## src/rtl/undo_restore_dispatcher.sv

```systemverilog
// Abort queue plus dispatch/collect logic between the conflict serializer and the undo-log restore threads.
// Latency: grant is combinational from arvalid; abort_done is registered, one cycle after a restore-done accept.
// Backpressure: abort_ready drops while the queue is full; restore_done_ready waits for the completion register to drain.

// Generic single-clock FIFO with an unregistered head read.
// Latency: a pushed entry is visible at the head one cycle after the push edge.
// Backpressure: push is ignored while full (no bypass); pop is ignored while empty.
module sync_fifo #(
  parameter int W         = 8,
  parameter int LOG_DEPTH = 3
) (
  input  logic         clk,
  input  logic         rstn,
  input  logic         push,
  input  logic [W-1:0] push_dat,
  input  logic         pop,
  output logic [W-1:0] head_dat,
  output logic         full,
  output logic         empty
);
  localparam int DEPTH = 2 ** LOG_DEPTH;

  logic [W-1:0]       mem [DEPTH];
  logic [LOG_DEPTH:0] wptr;
  logic [LOG_DEPTH:0] rptr;
  logic               do_push;
  logic               do_pop;

  assign do_push  = push && !full;
  assign do_pop   = pop && !empty;
  assign head_dat = mem[rptr[LOG_DEPTH-1:0]];
  assign empty    = (wptr == rptr);
  // pointers carry one wrap bit: full when only that bit differs
  assign full     = (wptr == {~rptr[LOG_DEPTH], rptr[LOG_DEPTH-1:0]});

  // data array write; contents need no reset because the pointers gate visibility
  always_ff @(posedge clk) begin
    if (do_push) mem[wptr[LOG_DEPTH-1:0]] <= push_dat;
  end

  // pointer advance
  always_ff @(posedge clk or negedge rstn) begin
    if (!rstn) begin
      wptr <= '0;
      rptr <= '0;
    end else begin
      if (do_push) wptr <= wptr + 1'b1;
      if (do_pop)  rptr <= rptr + 1'b1;
    end
  end
endmodule

module undo_restore_dispatcher #(
  parameter int                     UNDO_LOG_THREADS           = 4,
  parameter int                     LOG_ABORT_FIFO_DEPTH       = 3,
  parameter int                     CQ_SLOT_W                  = 8,
  parameter int                     THREAD_ID_W                = 4,
  parameter int                     TASK_TYPE_W                = 4,
  parameter logic [TASK_TYPE_W-1:0] TASK_TYPE_UNDO_LOG_RESTORE = 4'd2
) (
  input  logic                                    clk,
  input  logic                                    rstn,
  input  logic                                    abort_valid,
  output logic                                    abort_ready,
  input  logic [CQ_SLOT_W-1:0]                    abort_cq_slot,
  input  logic [THREAD_ID_W-1:0]                  abort_thread_id,
  input  logic [UNDO_LOG_THREADS-1:0]             restore_arvalid,
  input  logic [UNDO_LOG_THREADS*TASK_TYPE_W-1:0] restore_araddr,
  output logic [UNDO_LOG_THREADS-1:0]             restore_rvalid,
  output logic [CQ_SLOT_W-1:0]                    restore_cq_slot,
  output logic [THREAD_ID_W-1:0]                  restore_thread_id,
  input  logic [UNDO_LOG_THREADS-1:0]             restore_done_valid,
  output logic [UNDO_LOG_THREADS-1:0]             restore_done_ready,
  input  logic [UNDO_LOG_THREADS*CQ_SLOT_W-1:0]   restore_done_cq_slot,
  input  logic [UNDO_LOG_THREADS*THREAD_ID_W-1:0] restore_done_thread_id,
  output logic                                    abort_done_valid,
  input  logic                                    abort_done_ready,
  output logic [CQ_SLOT_W-1:0]                    abort_done_cq_slot,
  output logic [THREAD_ID_W-1:0]                  abort_done_thread_id,
  output logic [UNDO_LOG_THREADS-1:0]             in_flight,
  output logic                                    protocol_error
);
  localparam int T  = UNDO_LOG_THREADS;
  localparam int TW = $clog2(UNDO_LOG_THREADS);
  localparam int EW = CQ_SLOT_W + THREAD_ID_W;

  logic          fifo_full;
  logic          fifo_empty;
  logic          fifo_push;
  logic          fifo_pop;
  logic [EW-1:0] fifo_head;

  logic [T-1:0]  ar_match;
  logic [T-1:0]  req;
  logic [T-1:0]  disp_grant;
  logic          disp_found;

  logic [TW-1:0] rr_ptr;
  logic [TW-1:0] rr_idx;
  logic [TW-1:0] done_idx;
  logic [T-1:0]  done_grant;
  logic          done_found;
  logic          done_accept;

  logic [CQ_SLOT_W-1:0]   done_slot;
  logic [THREAD_ID_W-1:0] done_tid;
  logic [10:0]            full_wait_cnt;
  logic                   bad_done;
  logic                   bad_req;

  // abort_ready is forced low while reset is held so nothing is taken in during reset
  assign abort_ready = rstn && !fifo_full;
  assign fifo_push   = abort_valid && abort_ready;

  sync_fifo #(
    .W        (EW),
    .LOG_DEPTH(LOG_ABORT_FIFO_DEPTH)
  ) u_abort_fifo (
    .clk     (clk),
    .rstn    (rstn),
    .push    (fifo_push),
    .push_dat({abort_cq_slot, abort_thread_id}),
    .pop     (fifo_pop),
    .head_dat(fifo_head),
    .full    (fifo_full),
    .empty   (fifo_empty)
  );

  assign restore_cq_slot   = fifo_head[EW-1:THREAD_ID_W];
  assign restore_thread_id = fifo_head[THREAD_ID_W-1:0];

  // dispatch: fixed priority to the lowest idle thread presenting a valid restore request
  always_comb begin
    ar_match   = '0;
    req        = '0;
    disp_grant = '0;
    disp_found = 1'b0;
    for (int t = 0; t < T; t++) begin
      ar_match[t] = restore_arvalid[t] &&
                    (restore_araddr[t*TASK_TYPE_W +: TASK_TYPE_W] == TASK_TYPE_UNDO_LOG_RESTORE);
      req[t]      = ar_match[t] && !in_flight[t];
      if (req[t] && !disp_found) begin
        disp_grant[t] = 1'b1;
        disp_found    = 1'b1;
      end
    end
  end

  // an empty queue grants nothing, so the thread's request simply stays pending
  assign restore_rvalid = fifo_empty ? '0 : disp_grant;
  assign fifo_pop       = |restore_rvalid;

  // done arbitration: round-robin search starting at rr_ptr
  always_comb begin
    done_grant = '0;
    done_found = 1'b0;
    done_idx   = '0;
    rr_idx     = '0;
    for (int i = 0; i < T; i++) begin
      rr_idx = rr_ptr + TW'(i);
      if (restore_done_valid[rr_idx] && !done_found) begin
        done_grant[rr_idx] = 1'b1;
        done_idx           = rr_idx;
        done_found         = 1'b1;
      end
    end
  end

  // the completion register takes a new entry when empty or draining this cycle
  assign done_accept        = done_found && (!abort_done_valid || abort_done_ready);
  assign restore_done_ready = (rstn && done_accept) ? done_grant : '0;
  assign done_slot          = restore_done_cq_slot[done_idx*CQ_SLOT_W +: CQ_SLOT_W];
  assign done_tid           = restore_done_thread_id[done_idx*THREAD_ID_W +: THREAD_ID_W];

  // completion register toward the serializer; held stable while stalled
  always_ff @(posedge clk or negedge rstn) begin
    if (!rstn) begin
      abort_done_valid     <= 1'b0;
      abort_done_cq_slot   <= '0;
      abort_done_thread_id <= '0;
    end else if (done_accept) begin
      abort_done_valid     <= 1'b1;
      abort_done_cq_slot   <= done_slot;
      abort_done_thread_id <= done_tid;
    end else if (abort_done_ready) begin
      abort_done_valid     <= 1'b0;
    end
  end

  // round-robin pointer moves just past the thread that was accepted
  always_ff @(posedge clk or negedge rstn) begin
    if (!rstn) begin
      rr_ptr <= '0;
    end else if (done_accept) begin
      rr_ptr <= done_idx + 1'b1;
    end
  end

  // per-thread occupancy: set on grant, cleared on done accept
  always_ff @(posedge clk or negedge rstn) begin
    if (!rstn) begin
      in_flight <= '0;
    end else begin
      in_flight <= (in_flight & ~(done_accept ? done_grant : '0)) | restore_rvalid;
    end
  end

  assign bad_done = |(restore_done_valid & ~in_flight);
  assign bad_req  = |(ar_match & in_flight);

  // sticky protocol checker; the stall counter saturates once it reaches its limit
  always_ff @(posedge clk or negedge rstn) begin
    if (!rstn) begin
      protocol_error <= 1'b0;
      full_wait_cnt  <= '0;
    end else begin
      if (bad_done || bad_req) protocol_error <= 1'b1;
      if (abort_valid && fifo_full) begin
        if (full_wait_cnt == 11'd1024) protocol_error <= 1'b1;
        else                           full_wait_cnt  <= full_wait_cnt + 1'b1;
      end else begin
        full_wait_cnt <= '0;
      end
    end
  end
endmodule
```

## config.mk

```make
export PLATFORM = sky130hd
export DESIGN_NAME = undo_restore_dispatcher
export DESIGN_NICKNAME = d
export VERILOG_FILES = /design/src/rtl/undo_restore_dispatcher.sv
export SDC_FILE = /design/constraint.sdc
export NUM_CORES = 1
export LEC_CHECK = 0
export CAP_MARGIN = 20
export CORE_MARGIN = 3
export CORE_UTILIZATION = 35
export CTS_CLUSTER_SIZE = 16
export DETAILED_ROUTE_END_ITERATION = 16
export PLACE_DENSITY = 0.6
export SETUP_SLACK_MARGIN = 0.1
export SYNTH_ARGS = -nofsm -noshare
export SYNTH_HDL_FRONTEND = slang
export SYNTH_SLANG_ARGS = --single-unit
```

## constraint.sdc

```tcl
create_clock -name clk -period 3.7 [get_ports clk]
set_input_delay 0.74 -clock clk [delete_from_list [all_inputs] [get_ports clk]]
set_output_delay 0.74 -clock clk [all_outputs]
set_load 0.1 [all_outputs]
```

# Word-level counts from Yosys, hierarchy flattened
# Memory sizes are Yosys's and may differ from the RTL's.
# Index checks and enable logic that the tools add are counted.
# op_classes
n_addsub,7
multipliers,0
div,0
order_cmp,8
n_eq_ne,8
shifts,2
n_mux,46
bitwise,10
reduce_logical,44
# ops
operator,count
32-bit by 6-bit indexed part select with 8-bit output,1
4-bit two-way mux,7
1-bit logical AND,25
1-bit two-way mux,25
11-bit two-way mux,2
4-bit by 2-bit equality test with 1-bit output (second input constant),4
4-bit OR,4
16-bit by 5-bit indexed part select with 4-bit output,1
1-bit zero test,13
4-bit bitwise AND,3
2-bit by 3-bit less-than comparator with 1-bit output (second input constant),4
4-bit OR reduction,3
11-bit by 1-bit adder with 11-bit output (second input constant),1
11-bit equality test (second input constant),1
4-bit by 1-bit adder with 4-bit output (second input constant),2
1-bit binary-select mux with 2-bit select,4
1-bit demux with 2-bit select,4
4-bit equality test,2
2-bit by 1-bit greater-or-equal comparator with 1-bit output (second input constant),4
2-bit two-way mux,4
4-bit NOT,2
2-bit by 1-bit adder with 2-bit output (second input constant),2
2-bit adder (second input constant),2
1-bit logical OR,2
other kinds (3),3
# word_totals
regBits,39
latchBits,0
ramBits,96
mem_bits_ro,0
input_bits,88
out_inout_bits,39
wordCells,135
mem_count,1
# mem_list
memory,depth,width,rd,rd_clocked_by_memory_dff,write_ports,line,source
u_abort_fifo.mem,8,12,1,0,1,23,logic [W-1:0] mem [DEPTH];

# Longest topological paths before layout
# depth
depth_word,17
ltp_mapped,12
depth_no_buf,8

# Cells and area by module
# A second synthesis with hierarchy kept.
# unflattened
cells_unflattened,467
hier_area_um2,6824.0
# by_module_without_submodules
module,n_inst,cells_each,area_per_inst_um2,seq_area_each_um2
sync_fifo,1,198,4322.9,3083.0
undo_restore_dispatcher,1,269,2501.1,775.7

# Least setup slack after synthesis
# Ideal clock, no wire load.
# synth_path
path_type,reg-to-output
startpoint,register in_flight[0]
endpoint,output restore_rvalid[3]
t_arrival_ns,4.616
required_time_ns,2.960
setup_slack_ns,-1.656
stages_incl_launch_ff,6
path_buffers,0
cell_sequence,dfrtp_1 > inv_1 > nand3_1 > nor2b_1 > nand2_1 > nor4b_1
# synth_between
elab_chain_cells,13
# synth_lines
element,line,source
from (decl),80,"output logic [UNDO_LOG_THREADS-1:0] in_flight,"
from (signal assigned),204,in_flight <= (in_flight & ~(done_accept ? done_grant : '0)) | restore_rvalid;
1-bit zero test *,141,req[t] = ar_match[t] && !in_flight[t];
1-bit logical AND *,141,
1-bit two-way mux *,142,if (req[t] && !disp_found) begin
1-bit zero test,142,
1-bit logical AND,142,
1-bit two-way mux *,142,
1-bit zero test,142,
1-bit logical AND,142,
1-bit two-way mux *,142,
1-bit zero test *,142,
1-bit logical AND *,142,
1-bit two-way mux *,142,
4-bit two-way mux *,150,assign restore_rvalid = fifo_empty ? '0 : disp_grant;
to (decl),69,"output logic [UNDO_LOG_THREADS-1:0] restore_rvalid,"
# Every way passes the cells marked *; elsewhere a longest branch is shown, timed or not.

# Final worst setup path
# layout_path
startpoint,input restore_done_valid[1]
endpoint,output restore_done_ready[0]
# layout_between
elab_chain_cells,15
word_cells_on_any_way,28
classes_between,17 x mux; 3 x bitwise; 8 x reduce/logical
# layout_lines
element,line,source
from (decl),72,"input logic [UNDO_LOG_THREADS-1:0] restore_done_valid,"
1-bit binary-select mux with 2-bit select,161,if (restore_done_valid[rr_idx] && !done_found) begin
1-bit two-way mux (not written as such),161,
1-bit two-way mux,161,
1-bit zero test,161,
1-bit logical AND,161,
1-bit two-way mux,161,
1-bit zero test,161,
1-bit logical AND,161,
1-bit two-way mux,161,
1-bit zero test,161,
1-bit logical AND,161,
1-bit two-way mux,161,
1-bit logical AND,170,assign done_accept = done_found && (!abort_done_valid || abort_done_ready);
1-bit logical AND,171,assign restore_done_ready = (rstn && done_accept) ? done_grant : '0;
4-bit two-way mux *,171,
to (decl),73,"output logic [UNDO_LOG_THREADS-1:0] restore_done_ready,"
# Every way passes the cells marked *; elsewhere a longest branch is shown, timed or not. The select of a mux whose other input is x is not followed.

==> metrics <==
CP peak stage delay 0.47 ns; layout cells sized above 1 0.2291; VDD IR max 0.0008363 V; Max FO, Critical Path 11; final RePlAce weighted congestion 0.8713; Setup violations, final 0; asr flop ratio synth 0.2889; area growth from synthesis to layout 38.73%; CTS clk-pin slew, worst paths 0.06 ns; final wirelength 15.76 mm; grt total ovfl 0; power per cell area 889.7 nW/um^2; Hold WC Path Type in2async; initial antenna violation count 0; 1st-iter DRT viols 270; outcome finished, final reports clean; DRC violations left 0; Post-synth EDFFs 96; Final ANT Viol Nets 0; cells after synthesis 437; Core Rows 48; post-synthesis register bit count 135; Worst-Skew Late Latency 0.41 ns; clk_skew 0.01021 ns; CP required 2.96 ns; pin count of the biggest net entering global routing 25; Avg Cell Area, Syn 14.56 sq um; CTS Root Cell clkbuf_16; n_diodes 0; Least-Margin Pin Slew 1.030 ns; Leak 0.003263 uW; clk sinks 135; Min Hold Slack 0.3745 ns; Final #Nets 684; Initial Util 0.3629; top cells by area, synth edfxtp_1 (45%), dfrtp_1 (15%), mux4_2 (9.6%); WL/cell 19.15 um; sequential fraction of the synthesis area 0.6064; number of vias in the routed layout 4,244; Worst EP arrival 2.79 ns; CTS tree built; core area 17,540 sq um; IO Port Bufs 126; DP HPWL 11.19 mm; share of the synthesized area in the top cell type 0.4530; crit path cell chain clkdlybuf4s50_1 -> buf_4 -> mux4_2 -> nor2b_4 -> a22o_1 -> mux2i_1 -> a21o_1 -> nor2_4 -> buf_12; RSZ-0062 raised after global routing false; CP max stage cell mux4_2; DIE AREA 19,840 sq um; CP Launch Type input pin; Slew HR 0.2983; top cell type by total area after synthesis edfxtp_1; crit path capture type output port; most frequent cell after synthesis edfxtp_1; Distinct cells, synth 49; die width 140.8 um; clock buffer depth 2; critical path class in2out; Die Y 140.8 um; Tmin final 3.528 ns; Synth warnings 0; GRT Resource Usage Total 0.1625; Hold Fails Final Rpt 0; predominant post-synthesis flop cell edfxtp_1; post-synth net total 536; max_cap viols 0; # IOs 127; setup TNS 0 ns; drt first pass iters 4; Synth Cell Area 6364 sq um; most frequent cells after synthesis edfxtp_1 (96), dfrtp_1 (39), nor2_1 (30); Vias per Instance 5.157; vias in the first global route 4,482; max-slew violations 0; Num CTS Buffers 17; first-pass GRT wire length 25.01 mm; Max Freq 283.4 MHz; # H-tree levels 4; final period utilization 0.9536
## worst paths after layout
| kind | from | slack, ns | cells after the start | end |
|---|---|---|---|---|
| setup / recovery | restore_done_valid[1] | 0.17 | 9 | restore_done_ready[0] |
| hold / removal | rstn | 0.37 | 2 | rr_ptr[0]$_DFFE_PN0P_ |
| setup reg to reg | rr_ptr[1]$_DFFE_PN0P_ | 0.75 | 10 | abort_done_cq_slot[7]$_DFFE_PN0P_ |
| hold reg to reg | abort_done_thread_id[2]$_DFFE_PN0P_ | 0.48 | 2 | abort_done_thread_id[2]$_DFFE_PN0P_ |
| max in group asynchronous | rstn | 3.03 | 2 | full_wait_cnt[8]$_DFFE_PN0P_ |
| min in group clk | abort_done_thread_id[2]$_DFFE_PN0P_ | 0.48 | 2 | abort_done_thread_id[2]$_DFFE_PN0P_ |
## flip-flops by register name (all words and copies together) (netlist names)
signal	flops
u_abort_fifo.wptr	4
abort_done_thread_id	4
protocol_error	1
abort_done_cq_slot	8
rr_ptr	2
in_flight	4
abort_done_valid	1
u_abort_fifo.rptr	4
u_abort_fifo.mem	96
full_wait_cnt	11
## layout by cell type (no fill, tap or decap), types with 10 or more instances in the layout
| cell type | netlist | routed |
|---|---|---|
| buf_12 | 0 | 21 |
| buf_4 | 0 | 28 |
| clkbuf_16 | 0 | 17 |
| clkdlybuf4s50_1 | 0 | 104 |
| dfrtp_1 | 39 | 39 |
| edfxtp_1 | 96 | 96 |
| ha_1 | 11 | 10 |
| mux2_2 | 13 | 13 |
| mux2i_1 | 27 | 27 |
| mux4_2 | 27 | 27 |
| nand2_1 | 28 | 28 |
| nand3_1 | 10 | 10 |
| nor2_1 | 30 | 29 |
| o221ai_1 | 12 | 12 |
| xor2_1 | 13 | 13 |
## cell families (layout without fill, tap and decap cells)
group / count (synthesis) / in the layout / synth area share
flip-flops: 135 / 135 / 0.6064
AND/OR/NAND/NOR: 109 / 109 / 0.08474
multiplexers: 70 / 70 / 0.1681
adder cells (fa/ha/maj): 11 / 11 / 0.02163
AO/OA/AOI/OAI: 54 / 54 / 0.06193
XOR/XNOR: 21 / 21 / 0.02890
buffers and inverters: 37 / 198 / 0.02831
## cell type report
class                   count  area [sq um]
multi-input cells         265          2390
repair buffers            155          1688
well taps                 225         281.5
clock buffers              18         429.2
fillers                  1494          8708
flip-flops and latches    135          3859
clock inverters            14         140.1
inverters                  11         41.29
## worst max-delay path, delay by kind of cell
| kind | cells | cell delay [ns] |
|---|---|---|
| multiplexers | 2 | 0.62 |
| AO/OA/AOI/OAI | 2 | 0.39 |
| buffers and inverters | 3 | 0.81 |
| AND/OR/NAND/NOR | 2 | 0.23 |
## stage by stage
step / setup slack, ns / area [sq um] / cells / utilization / power (uW)
after global routing: 0.1034 / 8828 / 823 / 0.5034 / 8218
after global placement: 0.1739 / 8219 / 790 / 0.4687 / 6226
after floorplan: 0.1060 / 6392 / 437 / - / 4999
final: 0.1716 / 8828 / 823 / 0.5034 / 7855
after detailed placement: 0.1581 / 8219 / 790 / 0.4687 / 6264
after CTS: 0.1042 / 8793 / 822 / 0.5014 / 7904
## layer usage
metal,track usage,wire length (um)
met1,0.2026,6634
met4,0.04437,182
met3,0.04851,1154
met5,0,0
met2,0.2762,7788
## report_power, final
part / internal (uW) / switching, uW / leakage [uW]
logic: 1580 / 2640 / 0.00162
clock network: 941 / 665 / 0.000279
registers: 1850 / 176 / 0.00136
total: 4380 / 3480 / 0.00326
## timing repair
item / in CTS / in global routing
setup endpoints to repair: 3 / 4
gates resized for setup: 1 / 7
buffers inserted: 0 / 1
hold buffers: 0 / 0
No activity file was read; power rests on OpenSTA's default activity.
